### config.mk
export PLATFORM = sky130hd
export DESIGN_NAME = mem_port_arbiter
export DESIGN_NICKNAME = d
export VERILOG_FILES = /design/src/rtl/mem_port_arbiter_pkg.sv /design/src/rtl/mem_port_arbiter_rr_pick2.sv /design/src/rtl/mem_port_arbiter.sv
export SDC_FILE = /design/constraint.sdc
export NUM_CORES = 1
export LEC_CHECK = 0
export BUFFER_PORTS_ARGS = -buffer_cell sky130_fd_sc_hd__buf_4
export CAP_MARGIN = 20
export CORE_ASPECT_RATIO = 0.5
export CORE_MARGIN = 3
export CORE_UTILIZATION = 30
export DETAILED_ROUTE_END_ITERATION = 16
export GPL_ROUTABILITY_DRIVEN = 0
export GPL_TIMING_DRIVEN = 0
export PLACE_DENSITY_LB_ADDON = 0.25
export SYNTH_ARGS = -nofsm -noshare
export SYNTH_HDL_FRONTEND = slang
export SYNTH_SLANG_ARGS = --single-unit
### constraint.sdc
create_clock -name clk -period 3.5 [get_ports clk]
set_input_delay 0.175 -clock clk [delete_from_list [all_inputs] [get_ports clk]]
set_output_delay 0.175 -clock clk [all_outputs]
set_load 0.01 [all_outputs]
### src/rtl/mem_port_arbiter_pkg.sv
// Shared types and encodings for the two-requester memory port arbiter.
package mem_port_arbiter_pkg;

  // Memory mask encodings (mt_*) and access direction (me_*)
  localparam logic [2:0] MT_X  = 3'd0;
  localparam logic [2:0] MT_B  = 3'd1;
  localparam logic [2:0] MT_H  = 3'd2;
  localparam logic [2:0] MT_W  = 3'd3;
  localparam logic [2:0] MT_BU = 3'd5;
  localparam logic [2:0] MT_HU = 3'd6;

  localparam logic ME_RD = 1'b0;
  localparam logic ME_WR = 1'b1;

  localparam int ARB_TIMEOUT_DEFAULT = 255;
  localparam int ARB_ADDR_W = 32;
  localparam int ARB_DATA_W = 32;

  typedef enum logic [1:0] {
    ARB_IDLE,
    ARB_REQ,
    ARB_WAIT_RESP,
    ARB_DELIVER
  } arb_state_t;

  typedef struct packed {
    logic [ARB_ADDR_W-1:0] addr;
    logic [ARB_DATA_W-1:0] data;
    logic [2:0]            mask;
    logic                  wr;
  } ArbReq;

endpackage

### src/rtl/mem_port_arbiter_rr_pick2.sv
// Combinational two-way picker: round-robin against the last owner, or
// fixed priority to index 0 when rr_en is low.
module rr_pick2 (
  input  logic [1:0] req,
  input  logic       last,
  input  logic       rr_en,
  output logic       valid,
  output logic       idx
);

  always_comb begin
    valid = |req;
    idx   = 1'b0;
    if (req == 2'b11) begin
      idx = rr_en ? ~last : 1'b0;
    end else if (req == 2'b10) begin
      idx = 1'b1;
    end
  end

endmodule

### src/rtl/mem_port_arbiter.sv
// Shares one memory port between the core (requester 0) and a debug/DMA
// master (requester 1); one transaction in flight, response watchdog.
module mem_port_arbiter
  import mem_port_arbiter_pkg::*;
#(
  parameter int ADDR_W  = 32,
  parameter int DATA_W  = 32,
  parameter int RR_EN   = 1,
  parameter int TIMEOUT = ARB_TIMEOUT_DEFAULT
) (
  input  logic              clk,
  input  logic              rst,
  input  logic [1:0]        rq_notify,
  output logic [1:0]        rq_sync,
  input  logic [ADDR_W-1:0] rq_addr0,
  input  logic [ADDR_W-1:0] rq_addr1,
  input  logic [DATA_W-1:0] rq_data0,
  input  logic [DATA_W-1:0] rq_data1,
  input  logic [2:0]        rq_mask0,
  input  logic [2:0]        rq_mask1,
  input  logic [1:0]        rq_wr,
  output logic [1:0]        rs_notify,
  input  logic [1:0]        rs_sync,
  output logic [DATA_W-1:0] rs_data,
  output logic              rs_err,
  output logic              mem_req_notify,
  input  logic              mem_req_sync,
  output logic [ADDR_W-1:0] mem_addr,
  output logic [DATA_W-1:0] mem_data,
  output logic [2:0]        mem_mask,
  output logic              mem_wr,
  output logic              mem_resp_notify,
  input  logic              mem_resp_sync,
  input  logic [DATA_W-1:0] mem_resp_data,
  output logic              grant
);

  typedef struct packed {
    logic [ADDR_W-1:0] addr;
    logic [DATA_W-1:0] data;
    logic [2:0]        mask;
    logic              wr;
  } arb_req_t;

  // Last watchdog value before the timeout fires
  localparam logic [7:0] TO_LAST = 8'(TIMEOUT - 1);

  arb_state_t        state_q;
  arb_req_t          req_q;
  arb_req_t          req0, req1;
  logic              grant_q, last_q;
  logic [1:0]        rq_sync_q, rs_notify_q;
  logic [DATA_W-1:0] rs_data_q;
  logic              rs_err_q;
  logic              mem_req_notify_q, mem_resp_notify_q;
  logic [7:0]        wdog_q, wdog_d;
  logic              pick_valid, pick_idx;

  assign req0 = '{addr: rq_addr0, data: rq_data0, mask: rq_mask0, wr: rq_wr[0]};
  assign req1 = '{addr: rq_addr1, data: rq_data1, mask: rq_mask1, wr: rq_wr[1]};

  assign wdog_d = (wdog_q == 8'hFF) ? wdog_q : wdog_q + 8'd1;

  rr_pick2 u_pick (
    .req   (rq_notify),
    .last  (last_q),
    .rr_en (RR_EN != 0),
    .valid (pick_valid),
    .idx   (pick_idx)
  );

  always_ff @(posedge clk or posedge rst) begin
    if (rst) begin
      state_q           <= ARB_IDLE;
      req_q             <= '{addr: '0, data: '0, mask: MT_W, wr: ME_RD};
      grant_q           <= 1'b0;
      last_q            <= 1'b1;
      rq_sync_q         <= '0;
      rs_notify_q       <= '0;
      rs_data_q         <= '0;
      rs_err_q          <= 1'b0;
      mem_req_notify_q  <= 1'b0;
      mem_resp_notify_q <= 1'b0;
      wdog_q            <= '0;
    end else begin
      rq_sync_q <= '0;
      case (state_q)
        ARB_IDLE: begin
          if (pick_valid) begin
            req_q            <= pick_idx ? req1 : req0;
            grant_q          <= pick_idx;
            last_q           <= pick_idx;
            mem_req_notify_q <= 1'b1;
            state_q          <= ARB_REQ;
          end
        end
        ARB_REQ: begin
          if (mem_req_sync) begin
            mem_req_notify_q   <= 1'b0;
            rq_sync_q[grant_q] <= 1'b1;
            mem_resp_notify_q  <= 1'b1;
            wdog_q             <= '0;
            state_q            <= ARB_WAIT_RESP;
          end
        end
        ARB_WAIT_RESP: begin
          wdog_q <= wdog_d;
          // A response arriving on the timeout cycle still wins
          if (mem_resp_sync) begin
            rs_data_q            <= mem_resp_data;
            rs_err_q             <= 1'b0;
            mem_resp_notify_q    <= 1'b0;
            rs_notify_q[grant_q] <= 1'b1;
            state_q              <= ARB_DELIVER;
          end else if (wdog_q >= TO_LAST) begin
            rs_data_q            <= '0;
            rs_err_q             <= 1'b1;
            mem_resp_notify_q    <= 1'b0;
            rs_notify_q[grant_q] <= 1'b1;
            state_q              <= ARB_DELIVER;
          end
        end
        ARB_DELIVER: begin
          if (rs_sync[grant_q]) begin
            rs_notify_q <= '0;
            rs_err_q    <= 1'b0;
            state_q     <= ARB_IDLE;
          end
        end
        default: state_q <= ARB_IDLE;
      endcase
    end
  end

  assign rq_sync         = rq_sync_q;
  assign rs_notify       = rs_notify_q;
  assign rs_data         = rs_data_q;
  assign rs_err          = rs_err_q;
  assign mem_req_notify  = mem_req_notify_q;
  assign mem_addr        = req_q.addr;
  assign mem_data        = req_q.data;
  assign mem_mask        = req_q.mask;
  assign mem_wr          = req_q.wr;
  assign mem_resp_notify = mem_resp_notify_q;
  assign grant           = grant_q;

endmodule

==> metrics.csv <==
metric,value,unit
rsz0062_at_grt,false,
grt_max_degree,81,
fp.dieH,100.5,microns
port_buffers,283,
synth_edf_count,0,
core,16930,sq um
vias,4825,
cts_buffer_depth,2,
syn_area,5359,sq um
max_freq,0.4379,GHz
crit_arrival,2.60,ns
ant_nets,0,
layout-drive-gt1-share,41.09,%
ys_types,45,
setup_viol,0,
reg2reg_depth,8,
htreeDepth,4,
ios,284,
maxCapViolCount,0,
ys.flop_type,dfrtp_1,
synth_top_area_share,54.17,%
finalHoldViolCount,0,
nFillCells,1561,
clock-sinks,119,
worstSetupEndpointType,flop,
cts_root_buf,clkbuf_16,
hold_class,primary input to flop,
setup_tns,0,ns
min_path_cells,2,
drtPass1Iterations,5,
crit_type,flop to flop,
synth_area_leaders,"dfrtp_1 (54%), mux2i_1 (14%), o21ai_1 (6.4%), a22o_1 (5.6%), nand2_1 (5.3%)",
cts_buffers,17,
wl_per_cell,15.78,microns
slew_viol_final,0,
drt_iter0_drc,181,
grt_pass1_wl,25.97,mm
synth_cells,477,
pwr_density_cell,811.6,nW/um^2
synth_area_per_cell,11.23,sq um
fin_crit_sh,65.25,%
postCtsResizedCells,0,
syn_nets,660,
cts_tree,built,
cts_setup_buffers,0,
drc_errors,0,
via_per_inst,4.587,
clk_latency,0.40,ns
async_reset_ff_share,100.0,%
timing.hold.ws,0.02611,ns
synth_top_area_cell,dfrtp_1,
power,0.007063,W
fin_util,51.41,%
grt-ovfl-total,0,
timing.final.crit_period,2.284,ns
drt-total-wl,16.60,mm
clkTransAtPathRegs,0.05,ns
initial_core_util,31.66,%
worstPathRequired,3.81,ns
power.leakage,4.363,nW
ys_seq_elements,119,
slew_headroom,61.97,%
antennaDiodeCount,0,
cp-start-kind,flop,
holdBufCountCts,33,
die_area,19600,sq um
ir_drop,0.0003548,V
status,finished clean,
num-nets-final,996,
grt_pass1_vias,5125,
worst_pin_slew,0.5684,ns
dpl.hpwl,12.40,mm
syn2layout_area_growth,62.41,%
yosysSeqAreaShare,55.64,%
finClkSkew,0.007520,ns
grt_use_total,16.60,%
die_x,195.0,microns
cp_max_fo,10,
rows,33,
antenna_found_initial,0,
yosys_warnings,0,
[cells in the mapped netlist (2+ instances only)]
library cell,n
o21ai_1,69
mux2i_1,73
a22o_1,34
o2111ai_1,2
dfstp_2,3
nor2_1,11
o2bb2ai_1,2
ha_1,7
xnor2_1,2
buf_2,8
clkbuf_1,14
inv_1,12
a22oi_1,2
nand3_1,3
nand2b_1,2
a21oi_1,3
mux2_4,2
dfrtp_1,116
buf_4,2
buf_6,3
a211oi_1,2
buf_1,4
nand2_1,76
o21ai_0,4
[area by class of cell]
type,instances,area [sq um],share of cell area [%]
plain buffers,31,156.4,1.797
clock inverters,10,102.6,1.179
clock buffers,21,470.5,5.405
multi-input cells,315,2176,25.00
repair buffers,317,2482,28.52
inverters,12,50.05,0.5750
well taps,227,284.0,3.263
flip-flops and latches,119,2982,34.26
[layout by cell type (no fill, tap or decap), drive strengths merged, types with 3 or more instances in the layout]
master and count:
a22o 34, dlygate4sd3 33, buf 301, mux2i 73, dfstp 3, a21oi 3
o21ai 74, nand2 76, ha 7, nand3 3, inv 12, nor2 11
clkbuf 35, clkinv 7, dfrtp 116
[power breakdown]
group | switching [W] | internal, W | leakage, nW
Combinational | 0.00150 | 0.00150 | 2.59
Clock | 0.000602 | 0.00109 | 0.288
Sequential | 0.000361 | 0.00201 | 1.49
[worst max-delay path, cell delays in order, from the launching register on]
cell and delay (ns):
dfrtp_1 0.38, inv_1 0.11, ha_1 0.28, o21ai_1 0.19
buf_2 0.33, buf_2 0.30, clkbuf_1 0.40, nand2_1 0.11
o21ai_1 0.09
[registers in the layout, indices dropped and copies added (netlist names), 2 cells and up]
| register | count |
|---|---|
| mem_addr | 32 |
| mem_data | 32 |
| rs_data | 32 |
| wdog_q | 8 |
| mem_mask | 3 |
| rq_sync | 2 |
| rs_notify | 2 |
| state_q | 2 |
[metrics by stage]
step	std cells	setup slack (ns)	cell area (sq um)
floorplan	477	0.1725	5359
global placement	987	-1.339	7767
detailed placement	988	1.209	7800
CTS	1052	1.183	8703
global route	1052	0.9899	8703
finish	1052	1.216	8703
[per-layer routing]
layer	global-route usage (%)	vias to the layer above	routed length [microns]	part of all wire, %
met4	4.543	0	210	1.3
met5	0	-	0	0
met3	4.508	14	777	4.7
li1	-	2365	-	-
met2	29.82	124	8626	52
met1	19.92	2322	6985	42
[cell families (layout without fill, tap and decap cells)]
family / after synthesis / in the layout / share of synthesized area, %
AO/OA/AOI/OAI: 130 / 130 / 16.18
XOR/XNOR: 2 / 2 / 0.3269
adder cells (fa/ha/maj): 7 / 7 / 1.634
buffers and inverters: 43 / 391 / 3.759
flip-flops: 119 / 119 / 55.64
multiplexers: 75 / 75 / 14.20
AND/OR/NAND/NOR: 101 / 101 / 8.266
[final timing paths]
check                                         from                       to  slack, ns
max in group asynchronous                      rst  mem_mask[0]$_DFFE_PP1P_       2.41
setup / recovery            state_q[0]$_DFFE_PP0P_  mem_addr[0]$_DFFE_PP0P_       1.22
hold / removal                   mem_resp_data[24]  rs_data[24]$_DFFE_PP0P_       0.03
min in group asynchronous                      rst   rs_data[2]$_DFFE_PP0P_       0.35
hold reg to reg            mem_mask[1]$_DFFE_PP1P_  mem_mask[1]$_DFFE_PP1P_       0.47
setup reg to reg            state_q[0]$_DFFE_PP0P_  mem_addr[0]$_DFFE_PP0P_       1.22
No activity file was read; power rests on OpenSTA's default activity.
